File: src/rtl/sm_nrdiv_iter.sv
// Iterative sign-magnitude non-restoring divider: WIDTH+2 cycle latency, result held in DONE until out_ready.
// Optional divide-by-zero fast path with div_zero flag when SM_NRDIV_DIVZERO_EN is defined.
module sm_nrdiv_iter #(
    parameter int WIDTH = 16
) (
    input  logic             clk,
    input  logic             rst,
    input  logic             in_valid,
    output logic             in_ready,
    input  logic [WIDTH:0]   dividend,
    input  logic [WIDTH:0]   divisor,
    output logic             out_valid,
    input  logic             out_ready,
    output logic [WIDTH:0]   quotient,
    output logic [WIDTH:0]   remainder,
    output logic             div_zero
);
    localparam int CW = $clog2(WIDTH + 1);

    typedef enum logic [1:0] {IDLE, CALC, FIX, DONE} state_t;

    state_t           state_q, state_d;
    logic [CW-1:0]    cnt_q, cnt_d;
    logic [WIDTH+1:0] r_q, r_d;
    logic [WIDTH-1:0] q_q, q_d;
    logic [WIDTH-1:0] a_q, a_d;
    logic [WIDTH-1:0] b_q, b_d;
    logic             qs_q, qs_d;
    logic             rs_q, rs_d;
    logic [WIDTH:0]   quo_q, quo_d;
    logic [WIDTH:0]   rem_q, rem_d;
    logic             dz_q, dz_d;

    logic [WIDTH+1:0] b_ext, r_shift, r_step, r_fix;

    // Partial remainder stays within [-|b|, |b|), so WIDTH+2 signed bits never overflow.
    assign b_ext   = {2'b00, b_q};
    assign r_shift = {r_q[WIDTH:0], a_q[WIDTH-1]};
    assign r_step  = r_q[WIDTH+1] ? (r_shift + b_ext) : (r_shift - b_ext);
    assign r_fix   = r_q[WIDTH+1] ? (r_q + b_ext) : r_q;

    always_comb begin
        state_d = state_q;
        cnt_d   = cnt_q;
        r_d     = r_q;
        q_d     = q_q;
        a_d     = a_q;
        b_d     = b_q;
        qs_d    = qs_q;
        rs_d    = rs_q;
        quo_d   = quo_q;
        rem_d   = rem_q;
        dz_d    = dz_q;
        case (state_q)
            IDLE: begin
                if (in_valid) begin
                    a_d     = dividend[WIDTH-1:0];
                    b_d     = divisor[WIDTH-1:0];
                    qs_d    = dividend[WIDTH] ^ divisor[WIDTH];
                    rs_d    = dividend[WIDTH];
                    cnt_d   = CW'(WIDTH);
                    r_d     = '0;
                    q_d     = '0;
                    dz_d    = 1'b0;
                    state_d = CALC;
`ifdef SM_NRDIV_DIVZERO_EN
                    if (divisor[WIDTH-1:0] == '0) begin
                        dz_d    = 1'b1;
                        quo_d   = {dividend[WIDTH] ^ divisor[WIDTH], {WIDTH{1'b1}}};
                        rem_d   = {dividend[WIDTH] & (|dividend[WIDTH-1:0]), dividend[WIDTH-1:0]};
                        state_d = DONE;
                    end
`endif
                end
            end
            CALC: begin
                r_d   = r_step;
                q_d   = {q_q[WIDTH-2:0], ~r_step[WIDTH+1]};
                a_d   = {a_q[WIDTH-2:0], 1'b0};
                cnt_d = cnt_q - CW'(1);
                if (cnt_q == CW'(1)) begin
                    state_d = FIX;
                end
            end
            FIX: begin
                r_d     = r_fix;
                quo_d   = {qs_q & (|q_q), q_q};
                rem_d   = {rs_q & (|r_fix[WIDTH-1:0]), r_fix[WIDTH-1:0]};
                state_d = DONE;
            end
            DONE: begin
                if (out_ready) begin
                    state_d = IDLE;
                end
            end
            default: state_d = IDLE;
        endcase
    end

    always_ff @(posedge clk or posedge rst) begin
        if (rst) begin
            state_q <= IDLE;
            cnt_q   <= '0;
            r_q     <= '0;
            q_q     <= '0;
            a_q     <= '0;
            b_q     <= '0;
            qs_q    <= 1'b0;
            rs_q    <= 1'b0;
            quo_q   <= '0;
            rem_q   <= '0;
            dz_q    <= 1'b0;
        end else begin
            state_q <= state_d;
            cnt_q   <= cnt_d;
            r_q     <= r_d;
            q_q     <= q_d;
            a_q     <= a_d;
            b_q     <= b_d;
            qs_q    <= qs_d;
            rs_q    <= rs_d;
            quo_q   <= quo_d;
            rem_q   <= rem_d;
            dz_q    <= dz_d;
        end
    end

    assign in_ready  = (state_q == IDLE);
    assign out_valid = (state_q == DONE);
    assign quotient  = quo_q;
    assign remainder = rem_q;
    assign div_zero  = dz_q;
endmodule
File: config.mk
export PLATFORM = sky130hd
export DESIGN_NAME = sm_nrdiv_iter
export DESIGN_NICKNAME = d
export VERILOG_FILES = /design/src/rtl/sm_nrdiv_iter.sv
export SDC_FILE = /design/constraint.sdc
export NUM_CORES = 1
export LEC_CHECK = 0
export CAP_MARGIN = 20
export CORE_MARGIN = 4
export CORE_UTILIZATION = 35
export CTS_CLUSTER_SIZE = 8
export DETAILED_ROUTE_END_ITERATION = 8
export HOLD_SLACK_MARGIN = 0.05
export PLACE_DENSITY_LB_ADDON = 0.2
export SLEW_MARGIN = 20
export SYNTH_ARGS = -nofsm -noshare
export SYNTH_HDL_FRONTEND = slang
export SYNTH_SLANG_ARGS = --single-unit
File: constraint.sdc
create_clock -name clk -period 3.7 [get_ports clk]
set_clock_uncertainty 0.15 [all_clocks]
set_input_delay 0.555 -clock clk [delete_from_list [all_inputs] [get_ports clk]]
set_output_delay 0.555 -clock clk [all_outputs]
set_load 0.01 [all_outputs]
==> reports/results.tsv <==
metric	value	unit
DP HPWL	13180	um
CTS Buf Count	9	
Crit path depth	13	
Mapped Nets	770	
nets	854	
peak supply drop	0.4014	mV
Final ANT Viol Nets	0	
leading area contributor after synthesis	dfrtp_1	
gr usage total	16.84	%
htree depth	3	
via count	5525	
Seq/Total Area, Yosys	40.68	%
part of the cycle the worst path needs	94.86	%
worst-skew pair later-pin latency	0.36	ns
Post-synth EDFFs	0	
total chip power	7974	uW
reg2reg start	b_q[5]	
Clock Sinks	109	
CP max stage delay	0.42	ns
Synth async-reset ratio	100.0	%
Worst Hold Path Cells	2	
post-synth top area share	40.68	%
worst path bufs/invs	0	
global placement routability congestion	0.8680	
cell repeated most along the worst path	xnor2_1	
core area	0.01877	mm^2
total grt overflow	0	
layout cells sized above 1	13.75	%
power per cell area	965.8	mW/mm^2
DRT Pass-1 Iters	5	
FF+latch count, synth	109	
Pleak	0.003631	uW
die area	0.02144	mm^2
hold path startpoint	a_q[12]	
initial drt markers	255	
Data required, critical path	3.78	ns
largest net degree at the start of global routing	61	
initial antenna violation count	0	
Slew @ Worst Pin	0.6202	ns
family with the most delay on the worst path	compound AO/OA/AOI/OAI gates	
Die Width	146.4	um
Synth Instances	689	
Final Max Tran Viols	0	
first-pass GRT wire length	29690	um
Cell Chain, Critical Path	nor4_4, nor4b_4, nor2_1, xnor2_1, ha_1, nand3_1, a211oi_1, o31ai_2, o211ai_1, a31o_2, a21oi_1, xnor2_1, o221ai_1	
fmax	0.2849	GHz
number of global-route vias before repair	5714	
max_slew headroom	58.65	%
fin crit period	3.510	ns
top cells by area, synth	dfrtp_1 41%, ha_1 7.7%, mux2_2 6.5%	
worst-path fanout max	4	
Yosys warning total	0	
routed wire length per instance	17.62	um
worst reg2reg path depth	13	
Syn Area/Cell	9.732	um^2
outcome	finished, final reports clean	
Yosys cell types	67	
CTS root buffer	clkbuf_16	
Routed Wire Length	17830	um
area delta synth->final	23.14	%
hold_buf cts	0	
final hold slack	0.3382	ns
top_reg_cell synth	dfrtp_1	
io pins	75	
CTS tree	yes	
IO buf count	73	
row count	50	
Min-Delay Endpoint	a_q[12]	
Via density	5.459	
nature of the critical path startpoint	register	
Crit. End Element	register	
RR Endpoint	r_q[17]	
Final Hold Viols	0	
CTS Buffer Depth	2	
slowest CP cell	dfrtp_1	
R2R setup slack	0.19	ns
drc violations	0	
Setup-failing EPs final	0	
critical path class	register to register	
antenna cells	0	
post-synthesis instance area	0.006705	mm^2
worst path arrival time	3.59	ns
clock slew at reported path FFs	0.08	ns
Initial Util	35.73	%
worst min path class	register to register	
Die Y-Extent	146.4	um
Max Cap Viol	0	
==> layout make-up <==
type	count	area (um^2)
clock buffers	9	225.2
clock inverters	7	86.33
fillers	1813	10510
inverters	27	103.9
multi-input cells	520	3829
flip-flops and latches	109	2729
well taps	234	292.8
repair buffers	106	991.0
==> worst max path at each step <==
stage	slack, ns	to	start
CTS	0.0006	r_q[17]	b_q[5]
global route	-0.01	r_q[17]	b_q[5]
floorplan	0.08	r_q[16]	r_q[17]
detailed placement	-0.05	r_q[16]	b_q[0]
finish	0.19	r_q[17]	b_q[5]
global placement	0.1	r_q[16]	b_q[0]
==> cells in the final DEF, fill, tap and decap left out, types with 3 or more instances in the layout <==
master           Yosys  final
clkinv_8             0      3
nor3b_1              3      3
nor2_1              47     46
nand2_1             49     49
o221ai_1             3      3
nand3b_1             7      7
clkbuf_16            0      9
buf_4                1     32
xnor2_1             22     22
mux2_2              39     39
nor2b_1              5      5
a2bb2oi_1            4      4
o211ai_1             4      4
a211o_1              4      4
a31oi_1              7      7
o21ai_0             50     50
o31ai_1              4      3
nor3_1              17     17
clkdlybuf4s50_1      0     73
nand2b_1             5      5
nand3_1             11     11
a211oi_1             5      5
dfrtp_1            109    108
a22o_1              17     17
a21oi_1             45     44
xor2_1              17     17
and3_1               5      5
o21ai_1              5      5
ha_1                41     40
nor4_1              12     11
a22oi_1              6      6
o21a_1               8      8
inv_1               26     25
mux2i_1             25     24
a21o_1              10     10
==> tightest hold or removal path, stage by stage (launching register included) <==
cell	delay [ns]
dfrtp_1	0.35
nand2_1	0.04
o21ai_0	0.06
==> kinds of logic (layout without fill, tap and decap cells) <==
| kind of cell | Yosys count | count (layout) | share of synthesized area, % |
|---|---|---|---|
| buffers and inverters | 60 | 149 | 3.433 |
| multiplexers | 64 | 64 | 10.28 |
| flip-flops | 109 | 109 | 40.68 |
| AND/OR/NAND/NOR | 175 | 175 | 12.73 |
| adder cells (fa/ha/maj) | 43 | 43 | 8.248 |
| XOR/XNOR | 39 | 39 | 5.094 |
| AO/OA/AOI/OAI | 198 | 198 | 19.48 |
| other | 1 | 1 | 0.05593 |
==> Yosys cell counts, drive strengths merged (4+ instances only) <==
cell / count
o211ai: 4
a22oi: 6
clkbuf: 29
buf: 4
nor4: 12
o31ai: 4
xnor2: 22
nand3: 11
a21oi: 46
o21a: 8
a31oi: 7
nor3: 17
nand2: 49
xor2: 17
a22o: 17
inv: 26
nor2b: 5
mux2: 39
a211o: 4
ha: 41
o21ai: 56
a21o: 10
nor2: 47
dfrtp: 109
a2bb2oi: 4
nand3b: 7
and3: 5
a211oi: 6
nand2b: 5
mux2i: 25
==> metrics by stage <==
| step | TNS [ns] | utilization, % | setup slack, ns | cells | cell area [um^2] |
|---|---|---|---|---|---|
| finish | 0 | 43.99 | 0.1901 | 1012 | 8257 |
| global route | -0.01273 | 43.99 | -0.01273 | 1012 | 8257 |
| CTS | 0 | 43.59 | 0.0005720 | 1010 | 8180 |
| floorplan | 0 | - | 0.07978 | 689 | 6711 |
| detailed placement | -0.04750 | 41.90 | -0.04750 | 994 | 7864 |
| global placement | 0 | 41.90 | 0.09608 | 994 | 7864 |
==> where the power goes <==
part / total (uW) / internal [uW] / switching, uW
clock network: 1010 / 486 / 522
logic: 4880 / 2180 / 2700
registers: 2090 / 1650 / 441
total: 7970 / 4310 / 3660
==> state kept, by name, indices dropped and copies added (netlist names) <==
name       flops
remainder     17
state_q        2
q_q           16
quotient      17
rs_q           1
b_q           16
r_q           18
cnt_q          5
qs_q           1
a_q           16
==> routing by layer <==
layer / global-route usage (%) / up-vias / part of all wire, %
met5: 0 / - / 0
met4: 3.998 / 0 / 1.2
met3: 3.880 / 17 / 5.8
met2: 26.60 / 141 / 46
met1: 23.57 / 2682 / 47
li1: - / 2685 / -
==> repair_timing <==
item	CTS	global route
setup endpoints to repair	1	5
resized for setup	1	11
buffers inserted	0	2
pin swaps	0	2
cloned	0	0
(Power assumes the default switching activity.)
